$ cat config.mk
export PLATFORM = sky130hd
export DESIGN_NAME = muldiv_ctrl
export DESIGN_NICKNAME = d
export VERILOG_FILES = /design/src/rtl/muldiv_ctrl.sv
export SDC_FILE = /design/constraint.sdc
export NUM_CORES = 1
export LEC_CHECK = 0
export CAP_MARGIN = 5
export CORE_AREA = 2 2 193 195
export DETAILED_ROUTE_END_ITERATION = 10
export DIE_AREA = 0 0 195 197
export SLEW_MARGIN = 20
export SYNTH_ARGS = -nofsm -noshare
export SYNTH_HDL_FRONTEND = slang
export SYNTH_SLANG_ARGS = --single-unit
$ cat constraint.sdc
create_clock -name clk -period 8.28 [get_ports clk]
set_input_delay 0.828 -clock clk [delete_from_list [all_inputs] [get_ports clk]]
set_output_delay 0.828 -clock clk [all_outputs]
set_load 0.1 [all_outputs]
$ cat src/rtl/muldiv_ctrl.sv
// muldiv_ctrl: execute-stage controller for the HI/LO multiply/divide path.
// Converts signed operands to magnitudes, sequences an external unsigned
// multiplier or divider, applies sign correction and owns HI/LO.
//
// Unit handshake: the controller raises <unit>_valid with stable operands
// and keeps it high until it samples <unit>_done == 1 on a rising edge,
// which is also the edge at which <unit>_c is captured. The unit keeps
// done low in the cycle it accepts valid, and reports done == 1 while idle
// with no request, which lets DRAIN finish whether or not the unit had
// started. Only one unit's valid is ever high.
module muldiv_ctrl #(
  parameter int DATA_W = 32
) (
  input  logic                clk,
  input  logic                reset,
  input  logic                req_valid,
  input  logic [2:0]          req_op,
  input  logic [DATA_W-1:0]   req_a,
  input  logic [DATA_W-1:0]   req_b,
  input  logic                advance,
  input  logic                flush,
  output logic                stall,
  output logic [DATA_W-1:0]   hi,
  output logic [DATA_W-1:0]   lo,
  output logic                mul_valid,
  output logic [DATA_W-1:0]   mul_a,
  output logic [DATA_W-1:0]   mul_b,
  input  logic                mul_done,
  input  logic [2*DATA_W-1:0] mul_c,
  output logic                div_valid,
  output logic [DATA_W-1:0]   div_a,
  output logic [DATA_W-1:0]   div_b,
  input  logic                div_done,
  input  logic [2*DATA_W-1:0] div_c,
  output logic [2:0]          dbg_state
);

  typedef enum logic [2:0] {
    S_IDLE  = 3'd0,
    S_MUL   = 3'd1,
    S_DIV   = 3'd2,
    S_FIX   = 3'd3,
    S_DONE  = 3'd4,
    S_DRAIN = 3'd5
  } state_t;

  localparam logic [2:0] OP_MULT  = 3'd1;
  localparam logic [2:0] OP_MULTU = 3'd2;
  localparam logic [2:0] OP_DIV   = 3'd3;
  localparam logic [2:0] OP_DIVU  = 3'd4;
  localparam logic [2:0] OP_MTHI  = 3'd5;
  localparam logic [2:0] OP_MTLO  = 3'd6;

  state_t state_q, state_d;

  // Latched operation context: magnitudes, sign fixes, which unit is in use.
  logic [DATA_W-1:0]   a_q, b_q;
  logic                negq_q, negr_q;
  logic                unit_div_q;
  logic [2*DATA_W-1:0] res_q;
  logic [DATA_W-1:0]   hi_q, lo_q;

  // Request decode.
  logic                is_arith, is_signed, is_divop, b_zero;
  logic [DATA_W-1:0]   a_mag, b_mag;

  // Control strobes from the next-state logic.
  logic                launch, capture, fix_we, mthi_we, mtlo_we;

  // Decode the execute-stage request and form operand magnitudes.
  always_comb begin
    is_arith  = req_valid && ((req_op == OP_MULT) || (req_op == OP_MULTU) ||
                              (req_op == OP_DIV)  || (req_op == OP_DIVU));
    is_signed = (req_op == OP_MULT) || (req_op == OP_DIV);
    is_divop  = (req_op == OP_DIV) || (req_op == OP_DIVU);
    b_zero    = (req_b == '0);
    // Two's complement negation leaves the most negative value unchanged,
    // which is exactly its magnitude when read as unsigned.
    a_mag     = (is_signed && req_a[DATA_W-1]) ? -req_a : req_a;
    b_mag     = (is_signed && req_b[DATA_W-1]) ? -req_b : req_b;
  end

  // State register.
  always_ff @(posedge clk or posedge reset) begin
    if (reset) state_q <= S_IDLE;
    else       state_q <= state_d;
  end

  // Next-state, stall and unit-request logic; flush overrides everything.
  always_comb begin
    state_d   = state_q;
    stall     = 1'b0;
    mul_valid = 1'b0;
    div_valid = 1'b0;
    launch    = 1'b0;
    capture   = 1'b0;
    fix_we    = 1'b0;
    mthi_we   = 1'b0;
    mtlo_we   = 1'b0;
    case (state_q)
      S_IDLE: begin
        stall = is_arith;
        if (!flush) begin
          if (is_arith) begin
            launch = 1'b1;
            if (is_divop && b_zero) state_d = S_DONE;
            else if (is_divop)      state_d = S_DIV;
            else                    state_d = S_MUL;
          end else if (req_valid && (req_op == OP_MTHI)) begin
            mthi_we = 1'b1;
          end else if (req_valid && (req_op == OP_MTLO)) begin
            mtlo_we = 1'b1;
          end
        end
      end
      S_MUL: begin
        stall     = 1'b1;
        mul_valid = 1'b1;
        if (flush) begin
          state_d = S_DRAIN;
        end else if (mul_done) begin
          capture = 1'b1;
          state_d = S_FIX;
        end
      end
      S_DIV: begin
        stall     = 1'b1;
        div_valid = 1'b1;
        if (flush) begin
          state_d = S_DRAIN;
        end else if (div_done) begin
          capture = 1'b1;
          state_d = S_FIX;
        end
      end
      S_FIX: begin
        stall = 1'b1;
        if (flush) begin
          state_d = S_IDLE;
        end else begin
          fix_we  = 1'b1;
          state_d = S_DONE;
        end
      end
      S_DONE: begin
        // Wait for the instruction to leave execute so it cannot relaunch.
        if (flush || advance) state_d = S_IDLE;
      end
      S_DRAIN: begin
        stall = is_arith;
        if (unit_div_q ? div_done : mul_done) state_d = S_IDLE;
      end
      default: state_d = S_IDLE;
    endcase
  end

  // Operand, sign-flag and raw-result registers.
  always_ff @(posedge clk or posedge reset) begin
    if (reset) begin
      a_q        <= '0;
      b_q        <= '0;
      negq_q     <= 1'b0;
      negr_q     <= 1'b0;
      unit_div_q <= 1'b0;
      res_q      <= '0;
    end else begin
      if (launch) begin
        a_q        <= a_mag;
        b_q        <= b_mag;
        negq_q     <= is_signed && (req_a[DATA_W-1] ^ req_b[DATA_W-1]);
        negr_q     <= is_signed && req_a[DATA_W-1];
        unit_div_q <= is_divop;
      end
      if (capture) res_q <= unit_div_q ? div_c : mul_c;
    end
  end

  // HI/LO: sign-corrected result commit in FIX, or direct MTHI/MTLO write.
  always_ff @(posedge clk or posedge reset) begin
    if (reset) begin
      hi_q <= '0;
      lo_q <= '0;
    end else if (fix_we) begin
      if (unit_div_q) begin
        lo_q <= negq_q ? -res_q[DATA_W-1:0] : res_q[DATA_W-1:0];
        hi_q <= negr_q ? -res_q[2*DATA_W-1:DATA_W] : res_q[2*DATA_W-1:DATA_W];
      end else begin
        {hi_q, lo_q} <= negq_q ? -res_q : res_q;
      end
    end else begin
      if (mthi_we) hi_q <= req_a;
      if (mtlo_we) lo_q <= req_a;
    end
  end

  assign hi        = hi_q;
  assign lo        = lo_q;
  assign mul_a     = a_q;
  assign mul_b     = b_q;
  assign div_a     = a_q;
  assign div_b     = b_q;
  assign dbg_state = state_q;

endmodule

Word-level counts from Yosys, hierarchy flattened. Cells that the tools add are included.

$add $sub $neg: 5. Eq/ne operators: 17. Mux-type cells: 47. Bitwise logic cells: 1. Reduce and logical (&&, ||, !) cells: 20.

Operators by type and width (count): $mux W32 (10); $mux W64 (2); $neg A32 Y32 (4); $neg A64 Y64 (1); $logic_not A32 Y1 (1); $mux W3 (10); $mux W1 (21); $pmux W3 S6 (1); $eq A3 B3 Y1 const B (5); $eq A3 B2 Y1 const B (4); $ne A2 B2 Y1 const B (4); $logic_and A1 B1 Y1 (7); $eq A3 B1 Y1 const B (2); $logic_or A1 B1 Y1 (6); $ne A3 B3 Y1 const B (2); $reduce_and A6 Y1 (1); $pmux W1 S2 (2); $reduce_bool A2 Y1 (2); $logic_not A3 Y1 (1); $reduce_or A3 Y1 (1); $mux W2 (1); $reduce_or A2 Y1 (1); $xor A1 B1 Y1 (1).

Flip-flop bits (word level): 198. Input port bits: 202. Output and inout port bits: 198. Word-level logic and storage cells: 99.

Logic depth before layout (Yosys ltp). Gate-level depths: netlist of the first run.

Word-level depth: 10. Gate-level depth with buffers: 9. Depth with buffers taken out: 8.

Worst setup path before layout of the first run. No wires, ideal clock.

Path kind: reg2out. Start: reg state_q[1], in the netlist dbg_state[1]. End: out div_valid. Arrival: 3.537 ns. Data required time: 7.452 ns. Path slack: 3.915 ns. Stages on the path, launching flop included: 4. Path buffers: 1. Cell sequence: dfrtp_1 clkbuf_1 inv_1 nor3_1.

Longest elaborated chain between the ends: 2.

Ends and longest elaborated chain: from (decl) (RTL line 54) `state_t state_q, state_d;`; from (signal assigned) (RTL line 86) `else state_q <= state_d;`; $eq A3 B2 Y1 (RTL line 100) `case (state_q)`; $mux W1 (RTL line 100); to (decl) (RTL line 30) `output logic div_valid,`.

No other way between the ends.

Worst setup path after layout of the first run.
Start: in req_op[2]. End: out stall.

Longest elaborated chain between the ends: 6. Elaborated cells between the ends (all ways): 9. Classes of those cells: eq/ne (4); mux (1); reduce/logical (4).

Ends and longest elaborated chain: from (decl) (RTL line 17) `input logic [2:0] req_op,`; $eq A3 B1 Y1 or $eq A3 B2 Y1 (tied branches) (RTL line 72) `is_arith = req_valid && ((req_op == OP_MULT) || (req_op == OP_MULTU) ||`; $logic_or A1 B1 Y1 (2 in a row) (RTL line 72); $logic_or A1 B1 Y1 * (RTL line 73) `(req_op == OP_DIV) || (req_op == OP_DIVU));`; $logic_and A1 B1 Y1 * (RTL line 72); $pmux W1 S2 * (RTL line 100); to (decl) (RTL line 22) `output logic stall,`.

Mark *: on every way between the ends. The rest lies on a longest branch, timed or not.

==> parameters.txt, run 1 <==
Parameter                              Value

Place
  Global placer's final weighted congestion ... 0.9398
  Total of buffers placed on input and output ports ... 399
  Detail Placement HPWL ... 36520 um

Synthesis
  Gate count after technology mapping ... 1507
  Post-synthesis share of cell area spent on xor and xnor gates ... 7.698%
  Flip-flop and latch count after synthesis ... 198
  Synthesized Nets ... 1713
  Complex-gate fraction of the synthesized area ... 17.87%
  Top cell type's share of synthesized area ... 39.24%
  Mean instance size in the synthesized netlist ... 8.380 um2
  Top flip-flop cell by instance count after synthesis ... dfrtp_1
  Cell accounting for the most synthesized area ... dfrtp_1
  Main combinational cell family by area after synthesis ... simple AND/OR/NAND/NOR gates
  Adder-cell share of the synthesized area ... 0.3963%
  Post-synth EDFFs ... 0
  Synth area leaders ... dfrtp_1 (39%), nand2_1 (6.6%), mux2i_1 (5.3%), a21oi_1 (5.1%), o21ai_0 (4.8%)
  Total number of yosys warnings ... 0
  Portion of netlist area occupied by mux cells ... 5.400%
  Post-synthesis cell type count ... 78
  Share of the yosys chip area belonging to registers ... 39.24%
  Mapped Area ... 0.01263 mm2
  Leading cell type by number of instances after synthesis ... nand2_1
  Top cells by instance count after synthesis ... nand2_1 (223), dfrtp_1 (198), nor2_1 (135), a21oi_1 (128), o21ai_0 (122)
  Simple-gate share of the synthesized area ... 21.68%
  Asr flop ratio synth ... 100.0%

Worst setup path
  Data arrival time of the worst path ... 3.41 ns
  Delay-heaviest family, CP ... buffers and inverters
  Slowest Stage Delay on Critical Path ... 1.13 ns
  Max stage delay cell, worst path ... clkdlybuf4s50_1
  Worst r2r path cells ... 6
  Sum of buffers and inverters on the critical path ... 2
  CP cell instances ... clkdlybuf4s50_1, nor3b_1, o21ai_0, o21ai_0, a21o_1, clkdlybuf4s50_1
  Critical R2R Launch ... res_q[25]
  Critical R2R Capture ... hi[14]
  Critical path launch point ... req_op[2]
  Crit start category ... input pin
  Type of element capturing the critical path ... output pin
  Internal reg-to-reg setup slack ... 5.03 ns
  Critical path class ... in2out
  Highest net fanout along the worst path ... 6
  Crit path required time ... 7.45 ns

GRT
  Overall overflow remaining after global route ... 0
  Number of global-route vias before repair ... 11709
  Global-route wire length before repair ... 71860 um
  Antenna violations before repair ... 3
  Global-route total usage across every layer ... 24.65%
  Largest net degree at the start of global routing ... 131

Finish
  Share of cells above drive strength 1 ... 4.080%
  Filler Cell Count ... 3583
  Final net count ... 1982
  Flip-flop and latch area ... 0.004959 mm2
  Layout overhead on the synthesized area ... 34.91%
  Multi-input gate area ... 0.006730 mm2

Clock network
  CTS clk-pin slew, worst paths ... 0.08 ns
  Maximum root-to-sink buffer count ... 2
  Worst skew pair latency ... 0.45 ns
  TritonCTS buffer count ... 17
  Post-CTS Setup Inserts ... 0
  Clock root buffer ... clkbuf_16
  Count of H-tree levels built during CTS ... 4
  Gates resized, CTS repair ... 0
  CTS tree ... done
  Hold bufs inserted after CTS ... 0
  Sink count of the clock tree ... 198

STA
  Post-Route Setup TNS ... 0 ns
  Final Cycle Share ... 51.20%
  Final hold violation count ... 0
  Worst slew slack as a fraction of its limit ... 23.73%
  Slew @ Worst Pin ... 1.141 ns
  Maximum clock frequency ... 0.2359 GHz
  Final setup viols ... 0
  Final-report max-slew violation count ... 0
  Unrepaired setup endpoints after global routing ... no
  Minimum clock period ... 4.240 ns
  Final setup skew ... 0.01576 ns

Die
  Core outline area ... 0.03626 mm2
  Number of top-level pins ... 400
  Num rows ... 70
  Die extent in y ... 197 um
  Area of the die ... 0.03842 mm2
  Starting Density ... 34.83%
  Floorplan die width ... 195 um

Status
  Result of the run ... completed

Hold path
  Type of the most critical hold path ... reg2reg
  Instance count along the most critical hold path ... 2
  End point of the worst hold path ... div_b[14]
  Worst hold start ... div_b[14]

Route
  DR vias/cell ... 5.427
  Overall routed net length ... 48580 um
  Detail-routed net length per standard cell ... 21.50 um
  Number of remaining DRC errors ... 0
  DRC marker count from the first detailed-route iteration ... 907
  First drt pass iteration count ... 5
  Via Count ... 12264
  Post-DRT Antenna Nets ... 0

Run
  Max-capacitance violation count ... 0
==> worst max-delay path by stage <==
stage | to | slack [ns] | cells after the start
4_1_cts | stall | 4.04 | 6
6_report | stall | 4.04 | 6
3_3_place_gp | stall | 4.03 | 6
3_5_place_dp | stall | 4.04 | 6
2_1_floorplan | dbg_state[0] | 2.05 | 1
5_1_grt | stall | 3.92 | 6
==> stage by stage <==
stage / hold WS (ns) / setup slack [ns] / instance area (um2) / std cells / utilization [%]
final: 0.5053 / 4.040 / 17040 / 2260 / 46.98
after global routing: 0.5204 / 3.917 / 17040 / 2260 / 46.98
after CTS: 0.5093 / 4.041 / 17010 / 2256 / 46.92
after detailed placement: 0.4915 / 4.043 / 16450 / 2224 / 45.36
after global placement: 0.4840 / 4.029 / 16450 / 2224 / 45.36
after floorplan: 0.5185 / 2.055 / 12630 / 1507 / -
==> area by class of cell <==
| class | instances | area share (%) |
|---|---|---|
| sequential | 198 | 29.11 |
| inverter | 16 | 0.3966 |
| clock inverter | 13 | 0.7785 |
| timing repair buffer | 415 | 24.19 |
| multi-input combinational | 1128 | 39.51 |
| tap | 468 | 3.437 |
| clock buffer | 19 | 2.541 |
| antenna | 3 | 0.04407 |
==> per-layer routing <==
layer  part of all wire (%)  vias to the layer above  global-route usage, %
met3                    6.5                       60                  4.398
met2                     48                      526                  41.18
met1                     43                     5840                  31.97
met5                      0                        -                      0
met4                    3.0                        0                  9.132
li1                       -                     5838                      -
==> cells in the final DEF (no fill, tap or decap), drive strengths merged, types with 26 or more instances in the layout <==
cell	netlist	routed
xnor2	59	59
mux2i	67	67
nor2	135	135
clkdlybuf4s50	0	399
o21ai	128	128
nand2	223	223
nor4	37	37
xor2	52	52
dfrtp	198	198
a21oi	128	128
nand3	26	26
==> registers in the layout, indices dropped and copies added (netlist names) <==
| register | count |
|---|---|
| hi | 32 |
| negr_q | 1 |
| dbg_state | 3 |
| res_q | 64 |
| lo | 32 |
| div_a | 32 |
| div_b | 32 |
| unit_div_q | 1 |
| negq_q | 1 |
==> cell families (layout without fill, tap and decap cells) <==
kind of cell               after synthesis  count (layout)
buffers and inverters                  181             463
and+or+nand+nor                        566             566
AOI/OAI and AO/OA                      379             379
xor gates and xnor gates               111             111
adders and majority gates                4               4
other                                    0               3
DFF                                    198             198
muxes                                   68              68
==> worst reg2reg max path, stage by stage, from the launching register on <==
cell	delay, ns
dfrtp_1	0.46
or4_4	0.59
or4_1	0.57
nor4_4	0.82
a21oi_1	0.14
a311o_1	0.35
a31o_1	0.20
Power of run 1 is not shown: default switching activity piles up to over one toggle a cycle in this logic, so the estimate is an artifact.
==> run 2: changes to the inputs <==
PLACE_DENSITY = 0.65   (was not set)
clock period = 3.8 ns   (was 8.28 ns; I/O delays follow)
==> run 2 against run 1 <==
Effect of this change: die area unchanged; cell count grew 1.1%; non-clock buffer count grew 28; critical endpoint is now div_valid; largest cell class unchanged; highest routed layer unchanged.
==> parameters.txt, run 2 (synthesized netlist as in run 1, its figures left out) <==
Parameter                              Value

Route
  Post-DRT Antenna Nets ... 0
  Detail-routed net length per standard cell ... 21.27 um
  First drt pass iteration count ... 5
  DR vias/cell ... 5.416
  Overall routed net length ... 48590 um
  Detailed route wirelength on metal3 ... 3306 um
  Met1 wire length ... 20450 um
  Via Count ... 12371
  Number of remaining DRC errors ... 0
  DRC marker count from the first detailed-route iteration ... 1109
  Uppermost signal routing layer after detailed routing ... met4
  Wire length on met2 ... 23430 um

Place
  Cell area after placement ... 0.01672 mm2
  Detail Placement HPWL ... 37810 um
  Global placer's final weighted congestion ... 0.9180
  Total of buffers placed on input and output ports ... 399

Clock network
  Gates resized, CTS repair ... 0
  Count of H-tree levels built during CTS ... 4
  Clock root buffer ... clkbuf_16
  CTS clk-pin slew, worst paths ... 0.08 ns
  Hold bufs inserted after CTS ... 0
  TritonCTS buffer count ... 17
  Post-CTS Setup Inserts ... 0
  Worst skew pair latency ... 0.44 ns
  CTS tree ... done
  Maximum root-to-sink buffer count ... 2
  Sink count of the clock tree ... 198

Worst setup path
  Critical R2R Launch ... res_q[25]
  Highest net fanout along the worst path ... 14
  Critical path class ... reg2out
  Internal reg-to-reg setup slack ... 0.89 ns
  Data arrival time of the worst path ... 2.67 ns
  Crit path required time ... 3.42 ns
  Type of element capturing the critical path ... output pin
  Crit start category ... register
  Critical R2R Capture ... hi[10]
  Worst r2r path cells ... 6

STA
  Worst slew slack as a fraction of its limit ... 26.21%
  Final Cycle Share ... 80.19%
  Unrepaired setup endpoints after global routing ... no
  Final setup skew ... 0.01265 ns
  Final hold violation count ... 0
  Maximum clock frequency ... 0.3282 GHz
  Final setup viols ... 0
  Slew @ Worst Pin ... 1.103 ns
  Final-report max-slew violation count ... 0
  Minimum clock period ... 3.047 ns
  Post-Route Setup TNS ... 0 ns

Finish
  Number of flip-flops under the largest register name ... 64
  Final design instance area without fill ... 0.01728 mm2
  Most common cell after layout, fill and taps aside ... clkdlybuf4s50_1
  Largest register by flop count ... res_q
  Highest-count cells in the layout ignoring fill and taps ... clkdlybuf4s50_1 (398), nand2_1 (223), dfrtp_1 (197)
  Layout overhead on the synthesized area ... 36.86%
  Share of cells above drive strength 1 ... 5.672%
  Antenna cells ... 0
  Final net count ... 2010

GRT
  Number of global-route vias before repair ... 11776
  Global-route wire length before repair ... 73430 um
  Global-route total usage across every layer ... 25.15%
  Antenna violations before repair ... 0
  Overall overflow remaining after global route ... 0
  Largest net degree at the start of global routing ... 129

Die
  Starting Density ... 34.83%
  Area of the die ... 0.03842 mm2
  Core outline area ... 0.03626 mm2
  Floorplan die width ... 195 um
  Num rows ... 70
  Number of top-level pins ... 400
  Die extent in y ... 197 um

Status
  Result of the run ... completed

Hold path
  Type of the most critical hold path ... in2async

Run
  Max-capacitance violation count ... 0
## run 2: cell types whose count changed in the layout (fill, tap and decap cells not counted), moves of 3 or more
cell and change:
buf_4 +25, buf_12 +5, inv_6 -4, clkinvlp_4 +3
diode_2 -3
## run 2: per-layer routing
layer | track usage, % | vias up
met5 | 0 | -
met4 | 8.199 | 0
met3 | 4.500 | 72
met2 | 42.20 | 527
met1 | 32.91 | 5900
li1 | - | 5872
## run 2: area by class of cell
type                    instances  area [um2]
inverters                      16       63.81
clock inverters                12       107.6
flip-flops and latches        198        4959
clock buffers                  19       452.9
multi-input cells            1128        6730
fillers                      3520       18980
repair buffers                443        4384
well taps                     468       585.6
## run 2: how the worst max path moves through the flow
stage | startpoint | slack (ns) | end
final | dbg_state[1] | 0.75 | div_valid
after global placement | req_b[12] | 0.79 | dbg_state[2]
after CTS | dbg_state[1] | 0.74 | div_valid
after detailed placement | req_b[12] | 0.73 | dbg_state[2]
after global routing | dbg_state[1] | 0.62 | div_valid
after floorplan | dbg_state[1] | 0.76 | div_valid
## run 2: critical path: stages, from the launching register on
cell,delay (ns)
dfrtp_1,0.65
inv_1,0.16
nor3_2,0.24
clkdlybuf4s50_1,1.17
## run 2: through the flow
step | instances | setup slack, ns | utilization (%) | hold slack [ns]
final | 2284 | 0.7528 | 47.66 | 0.4339
after global routing | 2284 | 0.6246 | 47.66 | 0.4858
after CTS | 2284 | 0.7354 | 47.66 | 0.4439
after detailed placement | 2253 | 0.7264 | 46.12 | 0.4952
after global placement | 2253 | 0.7894 | 46.12 | 0.4793
after floorplan | 1507 | 0.7614 | - | 0.5052
Power of run 2 is left out for the same reason.
==> run 3: changes to the inputs <==
clock period = 2.6 ns   (was 3.8 ns; I/O delays follow)
==> run 3 against run 2 <==
Effect of this change: clock-buffer cell count is 1 lower; die area stayed put; utilization is 2.5 points higher; routed wire length is 6.8% higher; global-route usage is 1.5 points higher; flip-flop and latch count stayed put; worst hold slack worse by 0.19 ns; register-to-register slack worse by 0.86 ns; sequential share of layout area is 1.4 points lower; critical path depth is 4 higher; critical path type is now reg2reg.
==> parameters.txt, run 3 (synthesized netlist as in run 1, its figures left out) <==
Parameter                              Value

Die
  Area of the die ... 0.03842 mm2
  Die extent in y ... 197 um
  Number of top-level pins ... 400
  Floorplan die width ... 195 um
  Starting Density ... 34.83%
  Num rows ... 70
  Core outline area ... 0.03626 mm2

STA
  Unrepaired setup endpoints after global routing ... yes
  Slew @ Worst Pin ... 0.8280 ns
  Minimum clock period ... 2.570 ns
  Worst slew slack as a fraction of its limit ... 44.60%
  Final hold violation count ... 0
  Final setup viols ... 0
  Maximum clock frequency ... 0.3890 GHz
  Final setup skew ... 0.01458 ns
  Final Cycle Share ... 98.87%
  Final-report max-slew violation count ... 0

Finish
  Layout overhead on the synthesized area ... 44.14%
  Final net count ... 2164
  Most common cell after layout, fill and taps aside ... buf_4
  Number of flip-flops under the largest register name ... 64
  Filler Cell Count ... 3496
  Final design instance area without fill ... 0.01820 mm2
  Share of cells above drive strength 1 ... 23.95%
  Highest-count cells in the layout ignoring fill and taps ... buf_4 (382), nand2_1 (222), clkdlybuf4s50_1 (201)
  Largest register by flop count ... res_q

Clock network
  Worst skew pair latency ... 0.45 ns
  Sink count of the clock tree ... 198
  Maximum root-to-sink buffer count ... 2
  TritonCTS buffer count ... 17
  CTS clk-pin slew, worst paths ... 0.08 ns
  Clock root buffer ... clkbuf_16
  CTS tree ... done
  Count of H-tree levels built during CTS ... 4

Worst setup path
  Data arrival time of the worst path ... 2.93 ns
  Max stage delay cell, worst path ... or4_4
  Crit path required time ... 2.96 ns
  CP cell instances ... or4_4, or4_4, or4_4, buf_12, o21ai_2, o21ai_1, a22oi_1
  Most frequent cell on the critical path ... or4_4
  Critical R2R Launch ... res_q[26]
  Critical path launch point ... res_q[26]
  Highest net fanout along the worst path ... 6
  Critical path class ... reg2reg
  Crit start category ... register
  Type of element capturing the critical path ... register
  Slowest Stage Delay on Critical Path ... 0.57 ns

Route
  First drt pass iteration count ... 6
  Number of remaining DRC errors ... 0
  Via Count ... 13060
  Overall routed net length ... 51910 um
  Post-DRT Antenna Nets ... 0
  DR vias/cell ... 5.352
  Detail-routed net length per standard cell ... 21.28 um
  DRC marker count from the first detailed-route iteration ... 881

GRT
  Global-route wire length before repair ... 77830 um
  Antenna violations before repair ... 2
  Number of global-route vias before repair ... 12715
  Largest net degree at the start of global routing ... 71
  Overall overflow remaining after global route ... 0
  Global-route total usage across every layer ... 26.70%

Place
  Global placer's final weighted congestion ... 0.9444
  Cell area after placement ... 0.01748 mm2
  Detail Placement HPWL ... 41790 um
  Total of buffers placed on input and output ports ... 399

Status
  Result of the run ... completed

Run
  Max-capacitance violation count ... 0

Hold path
  Type of the most critical hold path ... in2async
==> run 3: cell count changes in the layout (fill, tap and decap cells not counted), moves of 2 or more <==
cell             previous run  this run
nor4_1                     31        25
buf_12                      5        13
clkbuf_8                    2         0
nor4_2                      3         8
or4_4                       2         5
clkdlybuf4s50_1           398       201
o21ai_0                   122       120
o41ai_2                     1         3
buf_4                      40       382
or4_1                      18        15
o41ai_1                    19        16
==> run 3: area by class of cell <==
class                      count  area (um2)  share of cell area [%]
antenna                        1       2.502                 0.01375
multi-input combinational   1128        6853                   37.65
inverter                      16       63.81                  0.3506
clock inverter                14       158.9                  0.8730
timing repair buffer         597        5151                   28.30
tap                          468       585.6                   3.217
sequential                   198        4959                   27.24
clock buffer                  18       429.2                   2.358
==> run 3: through the flow <==
step | TNS [ns] | instances | setup WS [ns] | util (%) | hold WS (ns)
after detailed placement | -0.2338 | 2405 | -0.05391 | 48.21 | 0.4915
final | 0 | 2440 | 0.02951 | 50.20 | 0.2459
after global routing | -0.1042 | 2439 | -0.02673 | 50.19 | 0.2827
after global placement | -0.4866 | 2405 | -0.05483 | 48.21 | 0.4847
after floorplan | -51.61 | 1507 | -0.2204 | - | 0.3852
after CTS | 0 | 2437 | 0.001102 | 49.87 | 0.2439
==> run 3: worst max-delay path, delay by kind of cell, from the launching register on <==
family	cells	cell delay (ns)
simple gates	3	1.59
flops	1	0.38
buf+inv	1	0.16
compound gates	3	0.34
==> run 3: worst paths after layout <==
check / to / slack (ns) / depth (start not counted)
min in group clk: res_q[45] / 0.44 / 3
max in group asynchronous: div_a[21] / 1.69 / 3
worst min register to register: hi[1] / 0.51 / 2
worst max-delay path: hi[22] / 0.03 / 7
worst min-delay path: res_q[49] / 0.25 / 2
worst max register to register: hi[22] / 0.03 / 7
==> run 3: layer usage <==
layer  vias to the layer above  wire, um  GRT usage, %
li1                       6188         -             -
met1                      6294     22210         34.74
met2                       515     25240         46.26
met3                        61      3320         4.295
met4                         2      1121         6.870
met5                         -        13             0
==> run 3: what timing repair did <==
action / in CTS / in global routing
endpoints found under the setup margin: 9 / 19
hold buffers: 0 / 0
cloned: 0 / 0
gates resized for setup: 3 / 19
setup buffers: 0 / 2
pin swaps: 0 / 8
Power of run 3 is left out for the same reason.
